===== config.mk =====
export PLATFORM = sky130hd
export DESIGN_NAME = model_instance_scheduler
export DESIGN_NICKNAME = d
export VERILOG_FILES = /design/src/rtl/types_pkg.sv /design/src/rtl/model_instance_scheduler.sv
export SDC_FILE = /design/constraint.sdc
export NUM_CORES = 1
export LEC_CHECK = 0
export ABC_AREA = 0
export CAP_MARGIN = 25
export CORE_UTILIZATION = 43
export DETAILED_ROUTE_END_ITERATION = 7
export PLACE_DENSITY = 0.75
export SETUP_SLACK_MARGIN = 0.2
export SKIP_LAST_GASP = 1
export SYNTH_ARGS = -nofsm -noshare
export SYNTH_HDL_FRONTEND = slang
export SYNTH_SLANG_ARGS = --single-unit

===== constraint.sdc =====
create_clock -name clk -period 3 [get_ports clk]
set_input_delay 0.6 -clock clk [delete_from_list [all_inputs] [get_ports clk]]
set_output_delay 0.6 -clock clk [all_outputs]
set_load 0.05 [all_outputs]

===== src/rtl/types_pkg.sv =====
// Shared types for the model instance scheduler: FSM states, memory word
// layouts and the instance / triangle stream payloads.
package types_pkg;

    localparam int MODEL_ID_W = 8;
    localparam int TRI_ADDR_W = 12;
    localparam int COUNT_W    = 12;

    typedef enum logic [2:0] {
        IDLE,
        HDR_RD,
        HDR_WAIT,
        TRI_RD,
        TRI_WAIT,
        EMIT
    } sched_state_t;

    typedef struct packed {
        logic [TRI_ADDR_W-1:0] base_addr;
        logic [COUNT_W-1:0]    tri_count;
    } model_header_t;

    typedef struct packed {
        logic [15:0] tx;
        logic [15:0] ty;
        logic [15:0] tz;
        logic [15:0] scale;
    } transform_t;

    typedef struct packed {
        logic [15:0] v0;
        logic [15:0] v1;
        logic [15:0] v2;
    } triangle_t;

    typedef struct packed {
        logic [MODEL_ID_W-1:0] model_id;
        transform_t            transform;
    } modelinstance_t;

    typedef struct packed {
        triangle_t  tri_v;
        transform_t transform;
    } triangle_tf_t;

endpackage


===== src/rtl/model_instance_scheduler.sv =====
// Walks one model instance at a time through header and triangle memories and
// streams transformed-triangle records. Define SCHED_STATS_EN for statistics counters.
module model_instance_scheduler
    import types_pkg::*;
(
    input  logic                          clk,
    input  logic                          rstn,
    input  logic                          inst_valid,
    output logic                          inst_ready,
    input  modelinstance_t                inst,
    output logic [MODEL_ID_W-1:0]         hdr_addr,
    input  logic [TRI_ADDR_W+COUNT_W-1:0] hdr_data,
    output logic [TRI_ADDR_W-1:0]         tri_addr,
    input  triangle_t                     tri_data,
    output logic                          out_valid,
    input  logic                          out_ready,
    output triangle_tf_t                  out_data,
    output logic                          out_last,
    output logic                          busy
`ifdef SCHED_STATS_EN
    ,
    output logic [31:0]                   stat_instances,
    output logic [31:0]                   stat_triangles,
    output logic [15:0]                   stat_dropped
`endif
);

    sched_state_t          state_q, state_d;
    transform_t            xf_q;
    logic [COUNT_W-1:0]    remaining_q;
    logic [MODEL_ID_W-1:0] hdr_addr_q;
    logic [TRI_ADDR_W-1:0] tri_addr_q;
    triangle_tf_t          out_data_q;
    logic                  out_valid_q;
    logic                  out_last_q;
    model_header_t         hdr;
    logic                  inst_fire;
    logic                  out_fire;
    logic                  hdr_empty;

    assign hdr       = model_header_t'(hdr_data);
    assign hdr_empty = (hdr.tri_count == '0);
    assign inst_fire = inst_valid && inst_ready;
    assign out_fire  = (state_q == EMIT) && out_ready;

    always_ff @(posedge clk or negedge rstn) begin
        if (!rstn) begin
            state_q <= IDLE;
        end else begin
            state_q <= state_d;
        end
    end

    always_comb begin
        state_d = state_q;
        case (state_q)
            IDLE:     if (inst_fire) state_d = HDR_RD;
            HDR_RD:   state_d = HDR_WAIT;
            HDR_WAIT: state_d = hdr_empty ? IDLE : TRI_RD;
            TRI_RD:   state_d = TRI_WAIT;
            TRI_WAIT: state_d = EMIT;
            EMIT:     if (out_ready) state_d = out_last_q ? IDLE : TRI_RD;
            default:  state_d = IDLE;
        endcase
    end

    // inst_ready is forced low while reset is asserted, not just once state settles
    always_comb begin
        inst_ready = (state_q == IDLE) && rstn;
        busy       = (state_q != IDLE);
    end

    always_ff @(posedge clk or negedge rstn) begin
        if (!rstn) begin
            xf_q        <= '0;
            remaining_q <= '0;
            hdr_addr_q  <= '0;
            tri_addr_q  <= '0;
            out_data_q  <= '0;
            out_valid_q <= 1'b0;
            out_last_q  <= 1'b0;
        end else begin
            case (state_q)
                IDLE: begin
                    if (inst_fire) begin
                        xf_q       <= inst.transform;
                        hdr_addr_q <= inst.model_id;
                    end
                end
                HDR_WAIT: begin
                    if (!hdr_empty) begin
                        tri_addr_q  <= hdr.base_addr;
                        remaining_q <= hdr.tri_count;
                    end
                end
                TRI_WAIT: begin
                    out_data_q  <= '{tri_v: tri_data, transform: xf_q};
                    out_valid_q <= 1'b1;
                    out_last_q  <= (remaining_q == COUNT_W'(1));
                end
                EMIT: begin
                    if (out_ready) begin
                        out_valid_q <= 1'b0;
                        out_last_q  <= 1'b0;
                        remaining_q <= remaining_q - COUNT_W'(1);
                        if (!out_last_q) tri_addr_q <= tri_addr_q + TRI_ADDR_W'(1);
                    end
                end
                default: ;
            endcase
        end
    end

    assign hdr_addr  = hdr_addr_q;
    assign tri_addr  = tri_addr_q;
    assign out_data  = out_data_q;
    assign out_valid = out_valid_q;
    assign out_last  = out_last_q;

`ifdef SCHED_STATS_EN
    logic [31:0] stat_inst_q, stat_tri_q;
    logic [15:0] stat_drop_q;

    // All counters stick at all-ones rather than wrapping
    always_ff @(posedge clk or negedge rstn) begin
        if (!rstn) begin
            stat_inst_q <= '0;
            stat_tri_q  <= '0;
            stat_drop_q <= '0;
        end else begin
            if (inst_fire && (stat_inst_q != '1)) stat_inst_q <= stat_inst_q + 32'd1;
            if (out_fire && (stat_tri_q != '1))   stat_tri_q  <= stat_tri_q + 32'd1;
            if ((state_q == HDR_WAIT) && hdr_empty && (stat_drop_q != '1))
                stat_drop_q <= stat_drop_q + 16'd1;
        end
    end

    assign stat_instances = stat_inst_q;
    assign stat_triangles = stat_tri_q;
    assign stat_dropped   = stat_drop_q;
`endif

endmodule


==> results.py, run 1 <==
metrics = {
    "clock_tree": {
        "cts_made_buffers": 24,
        "clock_latency_ns": 0.51,
        "clkTransAtPathRegs_ns": 0.06,
        "postCtsSetupBuffers": 0,
        "ctsHtreeMaxLevel": 1,
        "clk_path_buf_depth": 3,
        "cts_tree": "built",
        "cts-root-buf": "clkbuf_16",
        "cts.sinks": 213,
    },
    "detailed_routing": {
        "postRouteAntennaNets": 0,
        "wirelength_mm": 20.8,
        "drc": 0,
        "vias_per_cell": 5.14,
        "drtIter0Drc": 260,
        "num_vias": 6065,
        "firstDrtPassIters": 5,
        "post_drt_wl_per_cell_um": 17.6,
    },
    "synth": {
        "synth_compound_gate_area_share_pct": 6.50,
        "ys_async_sr_fraction_pct": 100,
        "synthAdderAreaFrac_pct": 0.427,
        "yosysTopAreaCell": "dfrtp_1",
        "synth_top_family_by_area": "multiplexers",
        "yosysMostFrequentCell": "dfrtp_1",
        "synth_commonest_cells": "dfrtp_1, mux2_2, o21ai_0",
        "netlist_instances": 612,
        "synth-edff-count": 0,
        "synth-warning-count": 0,
        "synth-xor-area-share_pct": 0,
        "synthFlopType": "dfrtp_1",
        "synth.distinct_cells": 52,
        "synth_top_area_share_pct": 60.6,
        "yosys-top-cells-area": "dfrtp_1, mux2_2, buf_6, o21ai_0, a22oi_1",
        "ys_seq_elements": 213,
        "syn_nets": 763,
        "post_synth_and_or_nand_nor_area_fraction_pct": 5.16,
        "avgSynthCellArea_sq_um": 14.4,
        "seq_area_frac_synth_pct": 60.6,
        "synthMuxAreaShare_pct": 23.8,
        "netlist_area_sq_um": 8800,
    },
    "finish": {
        "n_antenna_cell": 0,
        "synthToLayoutAreaGrowth_pct": 43.6,
        "multi_input_area_sq_um": 3170,
        "instances_no_fill": 1180,
        "regArea_sq_um": 5330,
        "drive_above_1_share_pct": 26.4,
        "n_fill_cell": 1556,
        "nets": 1049,
    },
    "place": {
        "gp_congestion": 0.904,
        "post-place-cells": 1136,
        "numPortBuffers": 283,
        "dp_hpwl_mm": 14.3,
    },
    "hold_path": {
        "min_from": "out_valid",
        "hold_class": "reg -> reg",
        "min_path_cells": 1,
        "hold_end": "out_valid",
    },
    "setup_path": {
        "rr_worst_depth": 6,
        "startpoint_type": "primary input",
        "critical_path.slowest_cell": "dlygate4sd3_1",
        "critical_path.max_fanout": 29,
        "criticalPathCategory": "in -> out",
        "cp-end-kind": "output pin",
        "slowest_delay_ns": 0.54,
        "critPathArrivalTime_ns": 1.89,
        "critPathBufInv": 3,
        "r2r_start": "remaining_q[0]",
        "rrSetupSlack_ns": 0.86,
        "r2r-end": "remaining_q[10]",
        "cp_cell_sequence": "dlygate4sd3_1 -> clkbuf_8 -> and2_1 -> buf_12",
        "critical-path-top-delay-family": "buffers and inverters",
        "critPathLaunch": "rstn",
        "cp_data_required_time_ns": 2.40,
    },
    "sta": {
        "slew_headroom_pct": 46.2,
        "tns_ns": 0,
        "tightest_slew_ns": 0.807,
        "fin_crit_sh_pct": 82.8,
        "fin_skew_ns": 0.00626,
        "hold_violations": 0,
        "layout_min_cycle_time_ns": 2.49,
        "hold_ws_ns": 0.481,
        "max_freq_ghz": 0.402,
        "setup_violations": 0,
        "rsz0062_at_grt": "false",
        "finalMaxSlewViolations": 0,
    },
    "floorplanning": {
        "chipWidth_um": 145,
        "fp-row-count": 51,
        "ios": 284,
        "core-area_sq_um": 19800,
        "die_area_sq_um": 21000,
        "initial_utilization_pct": 44.5,
        "die_h_um": 145,
    },
    "run": {
        "cap_violations": 0,
    },
    "grt": {
        "antenna_found_initial": 0,
        "grt_pass1_vias": 6213,
        "grt_pass1_wl_mm": 34.1,
        "grt_usage_pct": 20.0,
        "grt_max_degree": 124,
        "overflow": 0,
    },
    "power": {
        "powerDensity_nw_per_um2": 1270,
        "leakagePower_uw": 0.00526,
        "ir_drop_mv": 0.699,
    },
    "status": {
        "status": "completed",
    },
}
[kinds of logic after synthesis]
kind of cell,count (synthesis)
AOI/OAI and AO/OA,80
DFF,213
and+or+nand+nor,78
buffers and inverters,52
adders and majority gates,3
muxes,186
[per-layer routing]
metal	global-route usage, %	wire [um]
met3	5.31	1690
met5	0	0
met2	33.7	10000
met1	25.3	8600
met4	5.89	466
[timing repair]
item | 4_1_cts | 5_1_grt
gates resized for setup | 0 | 1
hold buffers | 1 | 0
hold endpoints to repair | 26 | 0
endpoints found under the setup margin | 0 | 1
[metrics by stage]
stage | power, uW | worst slack [ns] | cell area (sq um) | util [%]
after floorplan | 10600 | 0.963 | 8800 | -
after global placement | 13200 | 0.550 | 11900 | 60.0
after detailed placement | 13400 | 0.535 | 11900 | 60.0
after CTS | 16300 | 0.220 | 12600 | 63.9
after global routing | 16900 | 0.444 | 12600 | 63.9
final | 16100 | 0.515 | 12600 | 63.9
[cell type report]
cell class,instances,share of cell area (%)
clock buffers,39,5.59
clock inverters,4,0.446
inverters,17,0.505
multi-input cells,347,25.1
flip-flops and latches,213,42.2
well taps,265,2.62
repair buffers,295,23.6
[cell usage in the layout, fill, tap and decap left out, drive strengths merged, types with 3 or more instances in the layout]
cell	Yosys	layout
nand2	20	20
o2bb2ai	6	6
nor4	10	10
nor2	9	9
nand4	4	4
nor3	9	9
nand3	8	8
o21ai	24	24
or2	4	4
a22o	4	4
clkinv	0	3
mux2	186	186
ha	3	3
a2bb2oi	3	3
inv	17	17
clkdlybuf4s50	0	280
dfrtp	213	213
o22ai	14	14
clkbuf	6	40
a22oi	13	13
or4	4	4
buf	29	12
[where the power goes]
group | total, uW | switching, uW | leakage [uW] | internal, uW
combinational | 8110 | 4860 | 0.00234 | 3250
sequential | 5180 | 857 | 0.00255 | 4330
clock | 2800 | 1110 | 0.000372 | 1690
total | 16100 | 6830 | 0.00526 | 9270
[state kept, by name, indices dropped and copies added (netlist names)]
register,count
hdr_addr,8
out_last,1
xf_q,64
out_data,112
tri_addr,12
remaining_q,12
state_q,3
out_valid,1
[worst max path at each step]
stage	cells past startpoint	to	slack [ns]
global placement	5	tri_addr[1]	0.55
detailed placement	6	tri_addr[4]	0.53
CTS	3	busy	0.22
floorplan	6	xf_q[13]	0.96
finish	4	inst_ready	0.51
global route	4	inst_ready	0.44
Power figures use the tool's default switching activity.
==> inputs of run 2 (changes only) <==
Clock period 3 ns to 2.35 ns, I/O delays scaled along.
==> run 2 against run 1 <==
Critical path depth fell by 3. Die area stayed put. Setup slack worse by 0.28 ns. Global-route usage increased by 0.39 points. Via count is 1.5% higher. Sequential share of layout area down 0.59 points. Core utilization grew 0.91 points. Sequential power is 27% higher. Power is 25% higher. Worst hold slack lost 0.15 ns. Final cell count is 0.68% higher. Critical path type is now reg -> out. Critical endpoint is now hdr_addr[2]. Largest cell class unchanged. Largest power group unchanged.
==> results.py, run 2 (synthesis gave the netlist of run 1 again) <==
metrics = {
    "status": {
        "status": "completed",
    },
    "clock_tree": {
        "clk_path_buf_depth": 3,
        "cts-root-buf": "clkbuf_16",
        "clock_latency_ns": 0.50,
        "ctsHtreeMaxLevel": 1,
        "cts_made_buffers": 24,
        "cts_tree": "built",
        "clkTransAtPathRegs_ns": 0.06,
        "cts.sinks": 213,
    },
    "setup_path": {
        "critical-path-top-delay-family": "buffers and inverters",
        "rr_worst_depth": 5,
        "startpoint_type": "flip-flop",
        "rrSetupSlack_ns": 0.36,
        "critPathArrivalTime_ns": 1.64,
        "crit_path_end": "hdr_addr[2]",
        "critPathLaunch": "hdr_addr[2]",
        "critical_path.slowest_cell": "clkdlybuf4s50_1",
        "r2r-end": "remaining_q[1]",
        "slowest_delay_ns": 0.81,
        "cp_cell_sequence": "clkdlybuf4s50_1",
        "criticalPathCategory": "reg -> out",
        "r2r_start": "state_q[0]",
        "cp.depth": 1,
        "cp-end-kind": "output pin",
        "critical_path.max_fanout": 2,
        "cp_data_required_time_ns": 1.88,
        "critPathBufInv": 1,
    },
    "sta": {
        "slew_headroom_pct": 53.0,
        "rsz0062_at_grt": "false",
        "fin_crit_sh_pct": 89.9,
        "layout_min_cycle_time_ns": 2.11,
        "tightest_slew_ns": 0.705,
        "setup_violations": 0,
        "tns_ns": 0,
        "fin_skew_ns": 0.0105,
        "max_freq_ghz": 0.473,
        "hold_violations": 0,
        "hold_ws_ns": 0.334,
        "finalMaxSlewViolations": 0,
    },
    "floorplanning": {
        "core-area_sq_um": 19800,
        "initial_utilization_pct": 44.5,
        "chipWidth_um": 145,
        "fp-row-count": 51,
        "ios": 284,
        "die_h_um": 145,
        "die_area_sq_um": 21000,
    },
    "detailed_routing": {
        "post_drt_wl_per_cell_um": 18.1,
        "drc": 0,
        "drtIter0Drc": 288,
        "num_vias": 6159,
        "vias_per_cell": 5.18,
        "postRouteAntennaNets": 0,
        "wirelength_mm": 21.5,
        "firstDrtPassIters": 5,
    },
    "place": {
        "postPlaceCellArea_sq_um": 12000,
        "numPortBuffers": 283,
        "gp_congestion": 0.917,
        "dp_hpwl_mm": 14.8,
    },
    "grt": {
        "grt_max_degree": 134,
        "grt_pass1_vias": 6415,
        "grt_pass1_wl_mm": 34.6,
        "grt_usage_pct": 20.4,
        "overflow": 0,
        "antenna_found_initial": 0,
    },
    "finish": {
        "nets": 1058,
        "drive_above_1_share_pct": 28.0,
        "synthToLayoutAreaGrowth_pct": 45.6,
        "final_common_cell": "dfrtp_1",
        "fin_area_sq_um": 12800,
        "layout_common_cells": "dfrtp_1, mux2_2, clkdlybuf4s50_1",
        "largest_register_ff_count": 112,
        "n_antenna_cell": 0,
    },
    "run": {
        "cap_violations": 0,
    },
    "power": {
        "ir_drop_mv": 0.851,
        "powerDensity_nw_per_um2": 1570,
        "p_total_uw": 20200,
        "leakagePower_uw": 0.00607,
    },
    "hold_path": {
        "hold_class": "in -> async",
    },
}
==> run 2: cell types whose count changed in the layout (fill, tap and decap cells not counted), moves of 2 or more <==
cell             before  now
clkdlybuf4s50_1     280  151
dlymetal6s2s_1        1   61
buf_4                 8   14
clkinv_2              2    4
clkinvlp_4            0    2
dlygate4sd2_1         0   68
buf_12                4    7
clkbuf_1             10    5
==> run 2: where the power goes <==
group | total (uW) | internal (uW) | switching (uW)
registers | 6570 | 5520 | 1050
logic | 10100 | 3780 | 6290
clock network | 3540 | 2120 | 1410
==> run 2: worst min-delay path by stage <==
| stage | from | slack, ns | depth (start not counted) | end |
|---|---|---|---|---|
| final | rstn | 0.33 | 2 | xf_q[3] |
| after global routing | rstn | 0.34 | 2 | xf_q[3] |
| after CTS | rstn | 0.31 | 2 | xf_q[3] |
| after detailed placement | rstn | 0.28 | 1 | xf_q[3] |
| after global placement | rstn | 0.28 | 1 | xf_q[3] |
| after floorplan | rstn | 0.17 | 0 | hdr_addr[0] |
==> run 2: repair_timing <==
item                       CTS  global route
setup buffers                0             0
setup endpoints to repair   70            65
gates resized for setup     71            65
hold buffers                 1             0
hold endpoints to repair     2             0
==> run 2: routing by layer <==
metal / vias up / share of wire [%] / GRT usage [%]
li1: 2834 / - / -
met1: 3034 / 41 / 25.6
met2: 250 / 50 / 34.5
met3: 41 / 6.5 / 4.87
met4: 0 / 3.0 / 6.89
met5: - / 0 / 0
==> run 2: cell type report <==
class | count | area, sq um
clock buffer | 36 | 727
clock inverter | 6 | 35.0
fill | 1526 | 6970
inverter | 17 | 63.8
multi-input combinational | 347 | 3180
sequential | 213 | 5330
tap | 265 | 332
timing repair buffer | 304 | 3140
==> run 2: stage by stage <==
step           utilization (%)  cells  worst slack, ns
2_1_floorplan                -    612            0.313
6_report                  64.8   1188            0.238
3_3_place_gp              60.5   1145           0.0636
5_1_grt                   64.8   1188            0.185
4_1_cts                   64.0   1188            0.159
3_5_place_dp              60.5   1145           0.0318
==> inputs of run 3 (changes only) <==
Settings changed: DONT_BUFFER_PORTS set to 1, PLACE_DENSITY 0.75 to not set.
==> run 3 against run 2 <==
Cell area fell by 22%. Final cell count down 23%. The run now ends with negative hold slack left. Core utilization is 14 points lower. Maximum frequency rose by 2.5%. Critical endpoint is now inst_ready. Via count is 17% lower.
==> results.py, run 3 (synthesis gave the netlist of run 1 again) <==
metrics = {
    "setup_path": {
        "critical-path-top-delay-family": "flip-flops",
        "criticalPathCategory": "reg -> out",
        "slowest_delay_ns": 0.48,
        "crit_path_end": "inst_ready",
        "cp-end-kind": "output pin",
        "critPathBufInv": 1,
        "startpoint_type": "flip-flop",
        "cp_data_required_time_ns": 1.88,
        "rrSetupSlack_ns": 0.32,
        "r2r_start": "remaining_q[0]",
        "critical_path.slowest_cell": "dfrtp_2",
        "critPathArrivalTime_ns": 1.59,
        "rr_worst_depth": 5,
        "critPathLaunch": "state_q[0]",
        "cp_cell_sequence": "nor3_2 -> and2_2 -> buf_6",
        "r2r-end": "remaining_q[6]",
        "cp.depth": 3,
        "critical_path.max_fanout": 9,
    },
    "run": {
        "cap_violations": 0,
    },
    "detailed_routing": {
        "firstDrtPassIters": 5,
        "postRouteAntennaNets": 0,
        "vias_per_cell": 5.58,
        "post_drt_wl_per_cell_um": 21.2,
        "drtIter0Drc": 226,
        "wirelength_mm": 19.4,
        "num_vias": 5106,
        "drc": 0,
    },
    "sta": {
        "tightest_slew_ns": 0.581,
        "tns_ns": 0,
        "hold_violations": 213,
        "setup_violations": 0,
        "fin_skew_ns": 0.00999,
        "fin_crit_sh_pct": 87.7,
        "layout_min_cycle_time_ns": 2.06,
        "fin_ws_ns": 0.289,
        "finalMaxSlewViolations": 0,
        "max_freq_ghz": 0.485,
        "hold_ws_ns": -0.356,
        "rsz0062_at_grt": "true",
        "slew_headroom_pct": 61.3,
    },
    "place": {
        "numPortBuffers": 0,
        "dp_hpwl_mm": 13.2,
        "gp_congestion": 0.848,
        "pre_cts_ws_ns": 0.326,
    },
    "clock_tree": {
        "ctsHtreeMaxLevel": 1,
        "cts_tree": "built",
        "clock_latency_ns": 0.52,
        "cts-root-buf": "clkbuf_16",
        "clk_path_buf_depth": 3,
        "cts.sinks": 213,
        "clkTransAtPathRegs_ns": 0.06,
        "cts_made_buffers": 24,
    },
    "finish": {
        "nets": 781,
        "layout_common_cells": "dfrtp_1, mux2_2, clkbuf_16",
        "drive_above_1_share_pct": 41.3,
        "synthToLayoutAreaGrowth_pct": 13.6,
        "utilization_pct": 50.5,
        "final_common_cell": "dfrtp_1",
        "largest_register_ff_count": 112,
    },
    "floorplanning": {
        "die_area_sq_um": 21000,
        "initial_utilization_pct": 44.5,
        "core-area_sq_um": 19800,
        "chipWidth_um": 145,
        "die_h_um": 145,
        "fp-row-count": 51,
        "ios": 284,
    },
    "grt": {
        "grt_pass1_vias": 5456,
        "grt_max_degree": 215,
        "grt_pass1_wl_mm": 31.1,
        "grt_usage_pct": 18.6,
        "overflow": 0,
        "antenna_found_initial": 3,
    },
    "status": {
        "violations": "negative hold slack",
        "status": "complete, but fails checks",
    },
    "hold_path": {
        "hold_class": "in -> async",
    },
}
run 3: per-layer routing:
metal | GRT usage (%) | share of wire [%]
met3 | 6.73 | 9.2
met5 | 0 | 0
met4 | 8.42 | 3.8
met2 | 30.5 | 49
met1 | 21.8 | 38
run 3: how the worst min path moves through the flow:
| stage | slack, ns | startpoint | end | cells after the start |
|---|---|---|---|---|
| 6_report | -0.36 | rstn | tri_addr[11] | 0 |
| 5_1_grt | -0.38 | rstn | remaining_q[8] | 0 |
| 4_1_cts | -0.38 | rstn | hdr_addr[1] | 0 |
| 3_5_place_dp | 0.18 | rstn | remaining_q[10] | 0 |
| 3_3_place_gp | 0.18 | rstn | remaining_q[10] | 0 |
| 2_1_floorplan | 0.17 | rstn | hdr_addr[0] | 0 |
run 3: final cells by class:
type,count,area (sq um)
antenna,3,7.51
clock buffer,34,698
clock inverter,9,126
fill,1686,9780
inverter,17,63.8
multi-input combinational,347,3180
sequential,213,5330
tap,265,332
timing repair buffer,27,256
run 3: per-stage QoR:
| stage | instance area (sq um) | std cells |
|---|---|---|
| after floorplan | 8800 | 612 |
| after global placement | 9150 | 869 |
| after detailed placement | 9150 | 869 |
| after CTS | 9980 | 912 |
| after global routing | 10000 | 915 |
| final | 10000 | 915 |
run 3: worst register-to-register path: stages (launching register included):
cell and delay [ns]:
dfrtp_1 0.42, inv_1 0.12, ha_1 0.23, or4b_2 0.70, o32ai_1 0.31, a22oi_1 0.13
run 3: repair_timing:
action	CTS	global route
setup buffers	0	0
endpoints found under the hold margin	213	213
endpoints found under the setup margin	1	3
gates resized for setup	3	3
Power of run 3 is not shown: default switching activity piles up to over one toggle a cycle in this logic, so the estimate is an artifact.
